[src/rtl/decode_stage.sv]
// ---------------------------------------------------------------------------
// decode_stage
//
// Single-entry pipeline register that decodes one RV32I instruction word into
// register indices, a sign-extended immediate and control flags.
//
// Ports
//   clk, rst_n              clock, asynchronous active-low reset
//   in_valid / in_ready     upstream handshake
//   in_instr, in_pc         raw instruction word and its PC
//   flush                   drop the held bundle and the incoming instruction
//   out_valid / out_ready   downstream handshake
//   pc_out .. illegal_out   registered decoded bundle
//
// Handshake: a transfer happens on a rising edge when valid && ready are both
// high on that side. in_ready = !out_valid || out_ready, so the stage accepts
// when empty or when its bundle leaves on the same edge (one per cycle). While
// out_valid && !out_ready every output holds. flush wins over in_valid and
// out_ready: out_valid clears and nothing is accepted on that edge.
// ---------------------------------------------------------------------------
module decode_stage #(
    parameter int XLEN         = 32,
    parameter bit RD0_NO_WRITE = 1'b1
) (
    input  logic            clk,
    input  logic            rst_n,
    input  logic            in_valid,
    output logic            in_ready,
    input  logic [31:0]     in_instr,
    input  logic [XLEN-1:0] in_pc,
    input  logic            flush,
    output logic            out_valid,
    input  logic            out_ready,
    output logic [XLEN-1:0] pc_out,
    output logic [6:0]      opcode_out,
    output logic [2:0]      funct3_out,
    output logic [6:0]      funct7_out,
    output logic [4:0]      rd_sel_out,
    output logic [4:0]      rs1_sel_out,
    output logic [4:0]      rs2_sel_out,
    output logic [XLEN-1:0] imm_value_out,
    output logic            imm_sel_out,
    output logic            write_enable_out,
    output logic            mem_read_out,
    output logic            mem_write_out,
    output logic            branch_out,
    output logic            jump_out,
    output logic            illegal_out
);

    localparam logic [6:0] OP_R      = 7'b0110011;
    localparam logic [6:0] OP_IMM    = 7'b0010011;
    localparam logic [6:0] OP_LOAD   = 7'b0000011;
    localparam logic [6:0] OP_JALR   = 7'b1100111;
    localparam logic [6:0] OP_STORE  = 7'b0100011;
    localparam logic [6:0] OP_BRANCH = 7'b1100011;
    localparam logic [6:0] OP_LUI    = 7'b0110111;
    localparam logic [6:0] OP_AUIPC  = 7'b0010111;
    localparam logic [6:0] OP_JAL    = 7'b1101111;

    typedef struct packed {
        logic [XLEN-1:0] pc;
        logic [6:0]      opcode;
        logic [2:0]      funct3;
        logic [6:0]      funct7;
        logic [4:0]      rd;
        logic [4:0]      rs1;
        logic [4:0]      rs2;
        logic [XLEN-1:0] imm;
        logic            imm_sel;
        logic            write_enable;
        logic            mem_read;
        logic            mem_write;
        logic            branch;
        logic            jump;
        logic            illegal;
    } bundle_t;

    bundle_t d_bun;
    bundle_t q_bun;
    logic    q_valid;
    logic    accept;

    logic [XLEN-1:0] imm_i;
    logic [XLEN-1:0] imm_s;
    logic [XLEN-1:0] imm_b;
    logic [XLEN-1:0] imm_u;
    logic [XLEN-1:0] imm_j;
    logic [6:0]      opcode;
    logic [2:0]      funct3;
    logic [6:0]      funct7;
    logic            r_legal;

    assign opcode = in_instr[6:0];
    assign funct3 = in_instr[14:12];
    assign funct7 = in_instr[31:25];

    // All immediates sign-extend from instr[31].
    assign imm_i = {{(XLEN-12){in_instr[31]}}, in_instr[31:20]};
    assign imm_s = {{(XLEN-12){in_instr[31]}}, in_instr[31:25], in_instr[11:7]};
    assign imm_b = {{(XLEN-13){in_instr[31]}}, in_instr[31], in_instr[7],
                    in_instr[30:25], in_instr[11:8], 1'b0};
    assign imm_u = {{(XLEN-31){in_instr[31]}}, in_instr[30:12], 12'b0};
    assign imm_j = {{(XLEN-21){in_instr[31]}}, in_instr[31], in_instr[19:12],
                    in_instr[20], in_instr[30:21], 1'b0};

    // funct7=0100000 only exists for SUB and SRA.
    assign r_legal = (funct7 == 7'b0000000) ||
                     ((funct7 == 7'b0100000) && ((funct3 == 3'b000) || (funct3 == 3'b101)));

    always_comb begin
        d_bun        = '0;
        d_bun.pc     = in_pc;
        d_bun.opcode = opcode;
        unique case (opcode)
            OP_R: begin
                d_bun.funct3 = funct3;
                d_bun.funct7 = funct7;
                d_bun.rd     = in_instr[11:7];
                d_bun.rs1    = in_instr[19:15];
                d_bun.rs2    = in_instr[24:20];
                if (r_legal) d_bun.write_enable = 1'b1;
                else         d_bun.illegal      = 1'b1;
            end
            OP_IMM: begin
                d_bun.funct3       = funct3;
                d_bun.rd           = in_instr[11:7];
                d_bun.rs1          = in_instr[19:15];
                d_bun.imm          = imm_i;
                d_bun.imm_sel      = 1'b1;
                d_bun.write_enable = 1'b1;
                // Shift-immediates carry funct7 (SRLI vs SRAI).
                if ((funct3 == 3'b001) || (funct3 == 3'b101)) d_bun.funct7 = funct7;
            end
            OP_LOAD: begin
                d_bun.funct3       = funct3;
                d_bun.rd           = in_instr[11:7];
                d_bun.rs1          = in_instr[19:15];
                d_bun.imm          = imm_i;
                d_bun.imm_sel      = 1'b1;
                d_bun.write_enable = 1'b1;
                d_bun.mem_read     = 1'b1;
            end
            OP_JALR: begin
                d_bun.funct3       = funct3;
                d_bun.rd           = in_instr[11:7];
                d_bun.rs1          = in_instr[19:15];
                d_bun.imm          = imm_i;
                d_bun.imm_sel      = 1'b1;
                d_bun.write_enable = 1'b1;
                d_bun.jump         = 1'b1;
            end
            OP_STORE: begin
                d_bun.funct3    = funct3;
                d_bun.rs1       = in_instr[19:15];
                d_bun.rs2       = in_instr[24:20];
                d_bun.imm       = imm_s;
                d_bun.imm_sel   = 1'b1;
                d_bun.mem_write = 1'b1;
            end
            OP_BRANCH: begin
                d_bun.funct3 = funct3;
                d_bun.rs1    = in_instr[19:15];
                d_bun.rs2    = in_instr[24:20];
                d_bun.imm    = imm_b;
                d_bun.branch = 1'b1;
            end
            OP_LUI, OP_AUIPC: begin
                d_bun.rd           = in_instr[11:7];
                d_bun.imm          = imm_u;
                d_bun.imm_sel      = 1'b1;
                d_bun.write_enable = 1'b1;
            end
            OP_JAL: begin
                d_bun.rd           = in_instr[11:7];
                d_bun.imm          = imm_j;
                d_bun.imm_sel      = 1'b1;
                d_bun.write_enable = 1'b1;
                d_bun.jump         = 1'b1;
            end
            // Unknown opcodes, including any with instr[1:0] != 2'b11.
            default: d_bun.illegal = 1'b1;
        endcase
        if (RD0_NO_WRITE && (d_bun.rd == 5'd0)) d_bun.write_enable = 1'b0;
    end

    assign in_ready = !q_valid || out_ready;
    assign accept   = in_valid && in_ready && !flush;

    always_ff @(posedge clk or negedge rst_n) begin
        if (!rst_n) begin
            q_valid <= 1'b0;
            q_bun   <= '0;
        end else if (flush) begin
            q_valid <= 1'b0;
        end else if (accept) begin
            q_valid <= 1'b1;
            q_bun   <= d_bun;
        end else if (out_ready) begin
            q_valid <= 1'b0;
        end
    end

    assign out_valid        = q_valid;
    assign pc_out           = q_bun.pc;
    assign opcode_out       = q_bun.opcode;
    assign funct3_out       = q_bun.funct3;
    assign funct7_out       = q_bun.funct7;
    assign rd_sel_out       = q_bun.rd;
    assign rs1_sel_out      = q_bun.rs1;
    assign rs2_sel_out      = q_bun.rs2;
    assign imm_value_out    = q_bun.imm;
    assign imm_sel_out      = q_bun.imm_sel;
    assign write_enable_out = q_bun.write_enable;
    assign mem_read_out     = q_bun.mem_read;
    assign mem_write_out    = q_bun.mem_write;
    assign branch_out       = q_bun.branch;
    assign jump_out         = q_bun.jump;
    assign illegal_out      = q_bun.illegal;

endmodule
[config.mk]
export PLATFORM = sky130hd
export DESIGN_NAME = decode_stage
export DESIGN_NICKNAME = d
export VERILOG_FILES = /design/src/rtl/decode_stage.sv
export SDC_FILE = /design/constraint.sdc
export NUM_CORES = 1
export LEC_CHECK = 0
export CORE_ASPECT_RATIO = 0.75
export CORE_UTILIZATION = 47
export DETAILED_ROUTE_END_ITERATION = 8
export PLACE_DENSITY = 0.86
export SETUP_SLACK_MARGIN = 0.05
export SYNTH_ARGS = -nofsm -noshare
export SYNTH_HDL_FRONTEND = slang
export SYNTH_SLANG_ARGS = --single-unit
[constraint.sdc]
create_clock -name clk -period 4.5 [get_ports clk]
set_input_delay 0.9 -clock clk [delete_from_list [all_inputs] [get_ports clk]]
set_output_delay 0.9 -clock clk [all_outputs]
set_load 0.01 [all_outputs]
==> qor.csv, run 1 <==
metric,value,unit
status,"finished, final reports clean",
seq_area_frac_synth,60.5,%
synth_cells,441,
cts.repair.resized,0,
synth-simple-area-share,20.3,%
syn_nets,510,
worstSetupEndpointType,output pin,
yosys.cell_count.top_type,nand2_1,
track_usage,26.2,%
max_cap_violations,0,
critPathKind,input port to output pin,
synth_cell_types,40,
post_cts_buffers,0,
synth_ff_type,dfrtp_1,
dieArea,0.00954,mm^2
gp_congestion,0.865,
fin_skew,0.00352,ns
n_antenna_cell,0,
crit_top_cell,clkdlybuf4s50_1,
slowest_stage,clkdlybuf4s50_1,
insertion_delay,0.34,ns
critical_path_buf_inv_count,3,
synth_area,0.00430,mm^2
drc,0,
dpl.hpwl,8520,um
start_util,49.6,%
min_period_over_period,68.6,%
grt_pass1_vias,3814,
slew_violations,0,
drtIter0Drc,440,
holdWs,0.471,ns
syn_to_final_growth,48.5,%
hold_class,flip-flop to flip-flop,
synth.area.mux_share,0,%
setup_viol,0,
path_clk_slew,0.07,ns
relSlewSlack,36.1,%
core,0.00867,mm^2
cts_tree,done,
ys_top_cells_by_area,"dfrtp_1 61%, nand2_1 14%, a22o_1 6.3%",
pwr_density_cell,345,mW/mm^2
synth_seq_cells,104,
tightest_slew,0.959,ns
htree_levels,3,
synth_largest_area_cell,dfrtp_1,
cp.required,3.60,ns
final_antenna_net_count,0,
cts_buffers,9,
cts_hold_buf,0,
avgSynthCellArea,9.75,um^2
crit_family,buffers and inverters,
synth_fa_ha_area_share,0,%
startpoint_type,input port,
viasPerCell,5.45,
ys_warn_count,0,
clock-sinks,104,
max_stage_delay,0.49,ns
drtPass1Iterations,5,
yosys-top-cells-count,"159 x nand2_1, 104 x dfrtp_1, 31 x a22o_1",
rows,29,
io_pins,174,
synth_compound_area_share,15.9,%
grt_pass1_wl,19300,um
postLayoutCoreUtil,73.6,%
cts_buffer_depth,2,
worstPathMaxFanout,3,
period_minus_slack,3.09,ns
fin_setup_tns,0,ns
pre_cts_ws,1.37,ns
antenna_found_initial,0,
path_cells,clkdlybuf4s50_1 > nor2b_1 > inv_1 > clkdlybuf4s50_1,
layout_setup_ws,1.41,ns
clock-root-buffer,clkbuf_16,
dieWidth,112,um
async_flop_share,100,%
rsz0062_at_grt,false,
power.leakage,2.86,nW
max_freq,0.324,GHz
synth_xor_area_share,0.204,%
overflow,0,
grt_max_degree,79,
synth_top_area_share,60.5,%
die_y,84.8,um
portBuffers,173,
synth_top_family_by_area,simple AND/OR/NAND/NOR gates,
fin_nets,672,
drive_above_1_share,4.11,%
wl_per_cell,16.8,um
synth-edff-count,0,
wirelength,12000,um
via_count,3905,
arrival,2.19,ns
hold_viol,0,
irDropWorstVdd,231,uV
-- metrics by stage --
| stage | area (um^2) | instances | power, mW |
|---|---|---|---|
| 6_report | 6380 | 716 | 2.20 |
| 5_1_grt | 6380 | 716 | 2.29 |
| 4_1_cts | 6380 | 716 | 2.22 |
| 3_5_place_dp | 6080 | 700 | 1.44 |
| 3_3_place_gp | 6080 | 700 | 1.43 |
| 2_1_floorplan | 4300 | 441 | 1.19 |
-- per-layer routing --
layer  track usage, %  vias up  part of all wire (%)
li1                 -     1810                     -
met1             36.0     1869                    43
met2             40.4      209                    46
met3             7.50       17                   9.3
met4             9.21        0                   1.5
met5                0        -                     0
-- placed cells by master, fill, tap and decap left out, drive strengths merged, types with 3 or more instances in the layout --
cell type | synthesis | layout
a21oi | 22 | 22
a22o | 31 | 31
a22oi | 4 | 4
buf | 15 | 6
clkbuf | 12 | 11
clkdlybuf4s50 | 0 | 172
clkinv | 0 | 3
dfrtp | 104 | 104
nand2 | 159 | 159
nand3 | 7 | 7
nor2 | 11 | 11
nor2b | 5 | 5
nor3 | 5 | 5
o21a | 3 | 3
o21ai | 31 | 31
-- flip-flops by register name (all words and copies together), names as in the netlist, 3 cells and up --
name	cells
rs1_sel_out	5
rd_sel_out	5
pc_out	32
imm_value_out	32
opcode_out	7
funct3_out	3
rs2_sel_out	5
funct7_out	7
-- layout make-up --
type | instances | area, um^2
flip-flops and latches | 104 | 2600
fillers | 630 | 2290
repair buffers | 178 | 1770
multi-input cells | 308 | 1570
clock buffers | 11 | 243
well taps | 108 | 135
clock inverters | 5 | 56.3
inverters | 2 | 7.51
-- final timing paths --
| path | end | from | slack [ns] | cells after the start |
|---|---|---|---|---|
| max | in_ready | out_ready | 1.41 | 4 |
| min | illegal_out | illegal_out | 0.47 | 2 |
| min in group asynchronous | funct7_out[3] | rst_n | 0.71 | 1 |
| max in group asynchronous | funct7_out[1] | rst_n | 2.88 | 2 |
| min reg2reg | illegal_out | illegal_out | 0.47 | 2 |
| max reg2reg | imm_value_out[15] | out_valid | 2.26 | 6 |
-- worst register-to-register path, delay by kind of cell (launching register included) --
| kind | cells | cell delay (ns) |
|---|---|---|
| flops | 1 | 0.35 |
| simple gates | 2 | 0.48 |
| buf+inv | 3 | 1.08 |
| compound gates | 1 | 0.18 |
-- report_power, final --
| group | total, mW | leakage, nW | internal (mW) | switching (mW) |
|---|---|---|---|---|
| Clock | 0.776 | 0.145 | 0.446 | 0.331 |
| Sequential | 1.04 | 1.38 | 1.00 | 0.0373 |
| Combinational | 0.387 | 1.33 | 0.205 | 0.182 |
| Total | 2.20 | 2.86 | 1.65 | 0.550 |
-- logic make-up (layout without fill, tap and decap cells) --
kind of cell              count (synthesis)  count (layout)
and+or+nand+nor                         204             204
DFF                                     104             104
AOI/OAI and AO/OA                       103             103
buffers and inverters                    29             196
xor gates and xnor gates                  1               1
Note: power is estimated with default switching activity, not from simulation.
==> inputs of run 2 (changes only) <==
Settings changed: CORE_UTILIZATION 47 to 43, PLACE_DENSITY 0.86 to 0.8.
Clock period 4.5 ns to 3.2 ns, I/O delays scaled along.
==> run 2 against run 1 <==
Net effect: sequential power rose by 40%; critical endpoint unchanged; final area grew 0.80%; clock skew grew 0.0055 ns; critical path depth unchanged; largest power group unchanged; non-clock buffer count increased by 1; final cell count grew 3.5%; via count is 0.95% lower; critical path type unchanged; power increased by 39%; global-route usage fell by 3.4 points; sequential share of layout area fell by 0.33 points.
==> qor.csv, run 2 (same netlist as run 1, synthesis figures left out) <==
metric,value,unit
status,"finished, final reports clean",
worstPathMaxFanout,3,
rr_worst_depth,6,
cp.required,2.56,ns
htree_levels,3,
drtPass1Iterations,5,
reg2reg_slack,1.22,ns
max_stage_delay,0.51,ns
wirelength,11700,um
via_count,3868,
crit_family,buffers and inverters,
gp_congestion,0.937,
mostFrequentLayoutCells,"172 x clkdlybuf4s50_1, 159 x nand2_1, 104 x dfrtp_1, 31 x a22o_1, 23 x o21ai_0",
wl_per_cell,15.8,um
fin_skew,0.00902,ns
final_common_cell,clkdlybuf4s50_1,
startpoint_type,input port,
tightest_slew,0.758,ns
cts_buffer_depth,2,
drc,0,
instances_no_fill,741,
power.leakage,2.86,nW
place_inst,725,
max_freq,0.389,GHz
syn_to_final_growth,49.7,%
insertion_delay,0.33,ns
drtIter0Drc,212,
fin_nets,673,
track_usage,22.8,%
nFillCells,785,
core,0.00970,mm^2
grt_pass1_vias,3704,
rsz0062_at_grt,false,
drive_above_1_share,4.43,%
viasPerCell,5.22,
path_cells,clkdlybuf4s50_1 > nor2b_1 > inv_1 > clkdlybuf4s50_1,
io_pins,174,
cts_tree,done,
final_antenna_net_count,0,
setup_viol,0,
max_cap_violations,0,
critPathKind,input port to output pin,
irDropWorstVdd,346,uV
hold_class,input port to async pin,
worstSetupEndpointType,output pin,
cts.repair.resized,0,
arrival,1.93,ns
dieArea,0.0104,mm^2
dieWidth,117,um
rows,31,
slowest_stage,clkdlybuf4s50_1,
start_util,44.3,%
critical_path_buf_inv_count,3,
period_minus_slack,2.57,ns
relSlewSlack,49.1,%
cts_hold_buf,0,
antenna_found_initial,0,
grt_pass1_wl,18600,um
hold_viol,0,
overflow,0,
power,3.05,mW
slew_violations,0,
die_y,88.6,um
n_antenna_cell,0,
fin_setup_tns,0,ns
grt_max_degree,130,
r2r_start,out_valid,
dpl.hpwl,8470,um
r2r-end,imm_value_out[5],
clock-root-buffer,clkbuf_16,
crit_top_cell,clkdlybuf4s50_1,
post_cts_buffers,0,
cts_buffers,9,
path_clk_slew,0.07,ns
clock-sinks,104,
pwr_density_cell,475,mW/mm^2
min_period_over_period,80.3,%
portBuffers,173,
## run 2: cell types whose count changed in the layout (fill, tap and decap cells not counted), sizes merged
cell,change
clkinvlp,+1
clkinv,-2
buf,+1
clkbuf,-1
bufinv,-1
inv,+3
## run 2: worst max-delay path by stage
stage	from	end	slack, ns	cells past startpoint
2_1_floorplan	in_instr[3]	imm_value_out[1]	1.21	6
3_3_place_gp	in_instr[5]	write_enable_out	0.50	5
3_5_place_dp	in_instr[6]	funct7_out[6]	0.41	5
4_1_cts	out_ready	in_ready	0.63	4
5_1_grt	in_instr[6]	write_enable_out	0.57	5
6_report	out_ready	in_ready	0.63	4
## run 2: stage by stage
| step | instance area (um^2) | worst slack [ns] | hold WS (ns) | util, % |
|---|---|---|---|---|
| 4_1_cts | 6430 | 0.629 | 0.367 | 66.4 |
| 3_5_place_dp | 6150 | 0.410 | 0.463 | 63.4 |
| 2_1_floorplan | 4300 | 1.21 | 0.344 | - |
| 3_3_place_gp | 6150 | 0.500 | 0.458 | 63.4 |
| 5_1_grt | 6430 | 0.567 | 0.406 | 66.4 |
| 6_report | 6430 | 0.631 | 0.336 | 66.4 |
## run 2: routing by layer
metal | vias to the layer above | global-route usage, % | part of all wire [%]
met2 | 163 | 35.3 | 46
li1 | 1825 | - | -
met3 | 9 | 5.61 | 7.2
met4 | 0 | 7.34 | 0.90
met1 | 1871 | 32.1 | 46
met5 | - | 0 | 0
## run 2: power by group
part           total, mW  internal, mW  switching, mW  leakage, nW
logic              0.542         0.291          0.251         1.35
clock network       1.05         0.559          0.491        0.137
registers           1.46          1.41         0.0545         1.38
## run 2: final cells by class
| type | count | area (um^2) | share of cell area, % |
|---|---|---|---|
| Multi-Input combinational cell | 308 | 1570 | 24.4 |
| Clock buffer | 10 | 239 | 3.71 |
| Timing Repair Buffer | 179 | 1800 | 28.0 |
| Sequential cell | 104 | 2600 | 40.4 |
| Clock inverter | 6 | 48.8 | 0.758 |
| Tap cell | 132 | 165 | 2.57 |
| Inverter | 2 | 7.51 | 0.117 |
